**config.mk**
```make
export PLATFORM = sky130hd
export DESIGN_NAME = load_store_unit
export DESIGN_NICKNAME = d
export VERILOG_FILES = /design/src/rtl/load_store_unit.sv
export SDC_FILE = /design/constraint.sdc
export NUM_CORES = 1
export LEC_CHECK = 0
export CORE_MARGIN = 1
export CORE_UTILIZATION = 40
export DETAILED_ROUTE_END_ITERATION = 16
export PLACE_DENSITY = 0.78
export SKIP_LAST_GASP = 1
export SLEW_MARGIN = 30
export SYNTH_ARGS = -nofsm -noshare
export SYNTH_HDL_FRONTEND = slang
export SYNTH_SLANG_ARGS = --single-unit
```
**constraint.sdc**
```tcl
create_clock -name clk -period 3.3 [get_ports clk]
set_clock_uncertainty 0.2 [all_clocks]
set_input_delay 0.66 -clock clk [delete_from_list [all_inputs] [get_ports clk]]
set_output_delay 0.66 -clock clk [all_outputs]
set_load 0.02 [all_outputs]
```
**src/rtl/load_store_unit.sv**
```systemverilog
// Load/store unit: takes one memory request at a time, computes the effective address,
// performs one data-memory access, and returns an extended load result or an error.
module load_store_unit #(
   parameter int unsigned WORD_SIZE = 32
) (
   input  logic                 clk,
   input  logic                 rst,
   input  logic                 req_valid,
   output logic                 req_ready,
   input  logic                 req_we,
   input  logic [2:0]           req_funct3,
   input  logic [WORD_SIZE-1:0] req_base,
   input  logic [WORD_SIZE-1:0] req_offset,
   input  logic [WORD_SIZE-1:0] req_wdata,
   output logic                 resp_valid,
   input  logic                 resp_ready,
   output logic [WORD_SIZE-1:0] resp_rdata,
   output logic                 resp_err,
   output logic                 mem_write_en,
   output logic [WORD_SIZE-1:0] mem_addr,
   output logic [WORD_SIZE-1:0] mem_write_data,
   output logic [2:0]           mem_ctrl,
   input  logic [WORD_SIZE-1:0] mem_data
);

   localparam int unsigned W = WORD_SIZE;

   typedef enum logic [1:0] {IDLE, ACCESS, RESP} state_t;

   state_t         state_q, state_d;
   logic [W-1:0]   addr_q, addr_d;
   logic [W-1:0]   wdata_q, wdata_d;
   logic [W-1:0]   rdata_q, rdata_d;
   logic [2:0]     funct3_q, funct3_d;
   logic           store_q, store_d;
   logic           we_q, we_d;
   logic           err_q, err_d;

   logic [W-1:0]   eff_addr;
   logic           req_err;
   logic [W-1:0]   ld_ext;

   // Address generation and request legality check
   always_comb begin
      eff_addr = req_base + req_offset;
      req_err  = 1'b0;
      if (req_we) begin
         if (!(req_funct3 inside {3'b000, 3'b001, 3'b010})) req_err = 1'b1;
      end else begin
         if (req_funct3 inside {3'b011, 3'b110, 3'b111}) req_err = 1'b1;
      end
      if (req_funct3[1:0] == 2'b01 && eff_addr[0]) req_err = 1'b1;
      if (req_funct3[1:0] == 2'b10 && eff_addr[1:0] != 2'b00) req_err = 1'b1;
   end

   // Load data extension selected by the latched access type
   always_comb begin
      case (funct3_q)
         3'b000:  ld_ext = {{(W-8){mem_data[7]}}, mem_data[7:0]};
         3'b100:  ld_ext = {{(W-8){1'b0}}, mem_data[7:0]};
         3'b001:  ld_ext = {{(W-16){mem_data[15]}}, mem_data[15:0]};
         3'b101:  ld_ext = {{(W-16){1'b0}}, mem_data[15:0]};
         default: ld_ext = mem_data;
      endcase
   end

   always_ff @(posedge clk or posedge rst) begin
      if (rst) begin
         state_q  <= IDLE;
         addr_q   <= '0;
         wdata_q  <= '0;
         rdata_q  <= '0;
         funct3_q <= 3'b000;
         store_q  <= 1'b0;
         we_q     <= 1'b0;
         err_q    <= 1'b0;
      end else begin
         state_q  <= state_d;
         addr_q   <= addr_d;
         wdata_q  <= wdata_d;
         rdata_q  <= rdata_d;
         funct3_q <= funct3_d;
         store_q  <= store_d;
         we_q     <= we_d;
         err_q    <= err_d;
      end
   end

   // Next state; memory-side registers only load on a legal accept so they hold otherwise
   always_comb begin
      state_d  = state_q;
      addr_d   = addr_q;
      wdata_d  = wdata_q;
      rdata_d  = rdata_q;
      funct3_d = funct3_q;
      store_d  = store_q;
      we_d     = 1'b0;
      err_d    = err_q;
      case (state_q)
         IDLE: begin
            if (req_valid) begin
               if (req_err) begin
                  state_d = RESP;
                  err_d   = 1'b1;
                  rdata_d = '0;
               end else begin
                  state_d  = ACCESS;
                  addr_d   = eff_addr;
                  wdata_d  = req_wdata;
                  funct3_d = req_funct3;
                  store_d  = req_we;
                  we_d     = req_we;
                  err_d    = 1'b0;
               end
            end
         end
         ACCESS: begin
            state_d = RESP;
            rdata_d = store_q ? '0 : ld_ext;
         end
         RESP: begin
            if (resp_ready) state_d = IDLE;
         end
         default: state_d = IDLE;
      endcase
   end

   assign req_ready      = (state_q == IDLE);
   assign resp_valid     = (state_q == RESP);
   assign resp_rdata     = rdata_q;
   assign resp_err       = err_q;
   assign mem_write_en   = we_q;
   assign mem_addr       = addr_q;
   assign mem_write_data = wdata_q;
   assign mem_ctrl       = {1'b0, funct3_q[1:0]};

endmodule
```
======== After elaboration in Yosys (flattened, before gate mapping) ========
Cells that the tools add are included.
storage, ports and cells
  bits of input ports ..................... 136
  logic and storage cells ................. 56
  register bits after elaboration ......... 104
operators by class
  $add $sub $neg .......................... 1
  equality and inequality tests ........... 15
  bitwise logic cells ..................... 1
  multiplexer cells ....................... 18
  reduce and logical (&&, ||, !) cells .... 13
operators by type and width
  cell                  count
  $pmux W32 S4          1
  $mux W32              3
  $pmux W32 S2          1
  $add A32 B32 Y32      1
  $eq A3 B3 Y1 const B  4
  $mux W1               9
  $eq A3 B1 Y1 const B  2
  $eq A3 B2 Y1 const B  2
  $logic_not A3 Y1      2
  $mux W2               3
  $pmux W2 S3           1
  $reduce_and A3 Y1     2
  $reduce_bool A3 Y1    2
  $eq A2 B1 Y1 const B  2
  $eq A2 B2 Y1 const B  2
  $ne A2 B1 Y1 const B  2
  $reduce_and A2 Y1     2
  $reduce_bool A2 Y1    2
  $logic_and A1 B1 Y1   2
  $logic_not A2 Y1      1
  $ne A2 B2 Y1 const B  1
  $not A1 Y1            1

======== Depth between registers and ports, before layout ========
  word-level depth ........................ 9
  depth in mapped cells ................... 12
  depth with buffers taken out ............ 10

======== Worst setup path before layout ========
OpenSTA, ideal clock, no wires.
  path type ............................... input port to flip-flop
  start point ............................. input req_base[0]
  end point ............................... register addr_q[27], in the netlist mem_addr[27]
  data arrival time ....................... 2717 ps
  library setup time ...................... 69 ps
  required time ........................... 3031 ps
  setup slack ............................. 315 ps
  stages on the path ...................... 9
  path through ............................ ha_1 -> fa_1 -> nor4_1 -> nor2_1 -> or2_1 -> buf_2 -> dlymetal6s2s_1 -> or4_1 -> nand3_1
between the ends
  word-level cells in the longest chain between the ends .. 6
RTL lines
  element                      line  source
  start: declaration           12    input logic [WORD_SIZE-1:0] req_base,
  $add A32 B32 Y32             45    eff_addr = req_base + req_offset;
  net eff_addr[1]              39    logic [W-1:0] eff_addr;
  $reduce_bool A2 Y1           53    if (req_funct3[1:0] == 2'b10 && eff_addr[1:0] != 2'b00) req_err = 1'b1;
  $logic_and A1 B1 Y1          53
  $mux W1                      53
  $not A1 Y1 (no line)         --
  $reduce_and A3 Y1 (no line)  --
  end signal: assignment       79    addr_q <= addr_d;
  end: declaration             31    logic [W-1:0] addr_q, addr_d;
The timed path passes the listed nets, and every way through them passes these cells.
A chain may end at the register's enable or synchronous reset.

======== Worst setup path after layout ========
  start point ............................. input req_base[0]
  end point ............................... register addr_q[24], in the netlist mem_addr[24]
between the ends
  word-level cells in the longest chain between the ends .. 6
RTL lines
  element                                                    line
  $add A32 B32 Y32 (*)                                       45
  $logic_and A1 B1 Y1 or $reduce_bool A2 Y1 (tied branches)  52, 53
  $mux W1 or $logic_and A1 B1 Y1 (tied branches)             52, 53
  $mux W1                                                    53
  $not A1 Y1 (no line)                                       --
  $reduce_and A3 Y1 (no line)                                --
Every way passes the cells marked *; elsewhere a longest branch is shown, timed or not.

==> flow_metrics.env <==
export IMPL_rsz0062_at_grt="no"
export IMPL_synth_top_family_by_area="simple AND/OR/NAND/NOR gates"
export IMPL_drive_above_1_share_pct=8.62
export IMPL_syn_nets=827
export IMPL_grt_ovfl_total=0
export IMPL_crit_slowest_cell="or4_1"
export IMPL_synth_compound_area_share_pct=19.3
export IMPL_core_area_sq_mm=0.0141
export IMPL_multi_input_area_sq_mm=0.00299
export IMPL_avgSynthCellArea_sq_um=8.94
export IMPL_cts_hold_buf=0
export IMPL_worstMarginPinSlew_ns=0.599
export IMPL_antenna_found_initial=0
export IMPL_synth_top_area_cell="dfrtp_1"
export IMPL_period_share_pct=94.3
export IMPL_grt_pass1_vias=5170
export IMPL_first_iter_violations=394
export IMPL_drt_total_wl_mm=16.5
export IMPL_cts_buffers=9
export IMPL_finish_utilization_pct=63.2
export IMPL_cp_required_ns=3.38
export IMPL_track_usage_pct=21.8
export IMPL_grt_pass1_wl_mm=25.7
export IMPL_maxSlewViolCount=0
export IMPL_regArea_sq_mm=0.00260
export IMPL_avgRoutedWirePerCell_um=15.0
export IMPL_fmax_mhz=321
export IMPL_ys_ff_latch=104
export IMPL_dp_hpwl_mm=12.6
export IMPL_start_util_pct=41.8
export IMPL_crit_path_cell_trace="clkdlybuf4s50_1 > ha_1 > fa_1 > a21o_1 > a221oi_2 > buf_4 > o31a_1 > o21ai_2 > a21boi_4 > or4_1 > nand3_1"
export IMPL_synth_enable_flop_cells=0
export IMPL_synthMuxAreaShare_pct=0.892
export IMPL_vias=5671
export IMPL_arrival_ns=3.19
export IMPL_path_clk_slew_ns=0.08
export IMPL_ir_worst_vdd_mv=0.353
export IMPL_hold_path_class="reg -> reg"
export IMPL_root_buffer="clkbuf_16"
export IMPL_crit_type="in -> reg"
export IMPL_drc=0
export IMPL_synth_seq_area_share_pct=44.2
export IMPL_pin_count=239
export IMPL_final_cells=1097
export IMPL_cts_sinks=104
export IMPL_die_area_sq_mm=0.0152
export IMPL_worstSetupEndpointType="flip-flop"
export IMPL_synthAdderAreaFrac_pct=6.92
export IMPL_rows=43
export IMPL_cts_resized=0
export IMPL_cts_tree="done"
export IMPL_critical_path_buf_inv_count=2
export IMPL_synth_cell_types=65
export IMPL_clock_path_buffers=2
export IMPL_die_w_um=123
export IMPL_dp_cells=1080
export IMPL_synth_top_cell_area_share_pct=44.2
export IMPL_status="finished clean"
export IMPL_area_growth_pct=51.3
export IMPL_slew_limit_headroom_pct=60.1
export IMPL_cts_setup_buffers=0
export IMPL_grt_max_degree=105
export IMPL_drv_cap=0
export IMPL_fin_nets=1079
export IMPL_fin_total_pwr_mw=6.01
export IMPL_design_area_sq_mm=0.00891
export IMPL_synthArstFlopShare_pct=100
export IMPL_drtPass1Iterations=4
export IMPL_place_congestion=0.863
export IMPL_worstPathMaxFanout=7
export IMPL_yosys_top_cells_area="dfrtp_1 (44%), nand2_1 (11%), ha_1 (6.6%), o21ai_0 (4.7%), a21oi_1 (3.3%)"
export IMPL_cp_start_kind="input pin"
export IMPL_synth_simple_area_share_pct=20.0
export IMPL_finalHoldViolCount=0
export IMPL_hold_ws_ns=0.273
export IMPL_yosysWarnings=0
export IMPL_placed_area_sq_mm=0.00861
export IMPL_clk_latency_ns=0.35
export IMPL_synth_ff_type="dfrtp_1"
export IMPL_port_buffers=237
export IMPL_synthXorXnorAreaFrac_pct=3.27
export IMPL_path_delay_family="compound AO/OA/AOI/OAI gates"
export IMPL_chipHeight_um=123
export IMPL_min_period_ns=3.11
export IMPL_setup_viol=0
export IMPL_vias_per_cell=5.17
export IMPL_leakage_nw=4.05
export IMPL_htreeDepth=3
export IMPL_p_per_area_mw_per_mm2=674
export IMPL_syn_instance_count=659
export IMPL_critPathMaxStageDelay_ns=0.52
export IMPL_ant_nets=0
export IMPL_syn_area_sq_mm=0.00589
export IMPL_fillCellCount=1211
stage by stage:
stage | setup slack (ns) | setup TNS, ns
finish | 0.190 | 0
global route | 0.0346 | 0
CTS | 0.122 | 0
detailed placement | -0.249 | -3.00
global placement | -0.189 | -1.18
floorplan | 0.315 | 0
registers in the layout, summed over array words and instances, names as in the netlist:
register / flops
mem_addr: 32
resp_err: 1
resp_rdata: 32
mem_write_en: 1
state_q: 2
mem_write_data: 32
funct3_q: 3
store_q: 1
placed cells by master, fill, tap and decap left out, types with 3 or more instances in the layout:
master,netlist,final
nor3_1,3,3
or3_1,4,4
clkbuf_16,0,9
xnor2_1,13,13
buf_4,6,45
nor2_1,17,17
o21a_1,3,3
clkdlybuf4s50_1,0,237
nand2_1,178,178
inv_1,9,7
o31ai_1,3,3
dfrtp_1,104,104
a21oi_1,39,39
a31oi_1,4,4
xor2_1,9,9
a22o_1,16,16
o21bai_1,8,8
ha_1,31,31
nor2b_1,16,16
o21ai_0,55,55
o211ai_1,5,5
nand4_1,12,12
o21ai_1,3,3
or4_1,3,3
a21o_1,18,18
buf_12,0,3
mux2i_1,3,3
nand3_1,13,13
and3_1,5,5
routing by layer:
metal  vias up  global-route usage (%)  share of wire (%)
li1       2804                       -                  -
met1      2649                    28.3                 44
met4         0                    7.45                1.8
met3        23                    4.29                6.3
met2       195                    36.0                 48
met5         -                       0                  0
report_power, final:
part,total (mW),switching [mW],leakage [nW],internal (mW)
logic,2.89,1.47,2.58,1.42
registers,2.06,0.301,1.33,1.76
clock network,1.06,0.516,0.141,0.544
total,6.01,2.29,4.05,3.72
kinds of logic (layout without fill, tap and decap cells):
| logic type | count (synthesis) | in the layout |
|---|---|---|
| simple gates | 266 | 266 |
| compound gates | 176 | 176 |
| flops | 104 | 104 |
| buf+inv | 53 | 310 |
| fa+ha+maj | 32 | 32 |
| xor+xnor | 22 | 22 |
| mux | 5 | 5 |
| other cells | 1 | 2 |
cell usage after synthesis, types with 3 or more instances:
cell      count
mux2i_1       3
or4_1         3
nor2b_1      16
o21a_1        3
a31oi_1       4
inv_1         9
o31ai_1       3
and3_1        5
dfrtp_1     104
o211ai_1      5
clkbuf_1     24
nor3_1        3
or3_1         4
nor2_1       17
nand4_1      12
xnor2_1      13
o21ai_0      55
buf_4         6
buf_6         7
xor2_1        9
o21bai_1      8
a22o_1       16
nand3_1      13
a21o_1       18
o21ai_1       3
nand2_1     178
ha_1         31
a21oi_1      39
final timing paths:
| kind | depth (start not counted) | to | slack [ns] | start |
|---|---|---|---|---|
| setup / recovery | 11 | mem_addr[24] | 0.19 | req_base[0] |
| hold / removal | 2 | mem_addr[9] | 0.27 | mem_addr[9] |
| setup reg to reg | 7 | mem_addr[29] | 1.33 | state_q[1] |
| hold reg to reg | 2 | mem_addr[9] | 0.27 | mem_addr[9] |
| max in group asynchronous | 3 | mem_addr[17] | 1.84 | rst |
| min in group asynchronous | 3 | mem_addr[8] | 0.57 | rst |
tightest hold or removal path, cell delays in order (launching register included):
cell and delay, ns:
dfrtp_1 0.35, nand2_1 0.05, nand2_1 0.05
area by class of cell:
type | instances | share of cell area, %
multi-input cells | 502 | 33.5
repair buffers | 285 | 31.1
flip-flops and latches | 104 | 29.2
clock buffers | 10 | 2.68
well taps | 180 | 2.53
clock inverters | 6 | 0.562
inverters | 9 | 0.421
diodes | 1 | 0.0281
Power figures use the tool's default switching activity.
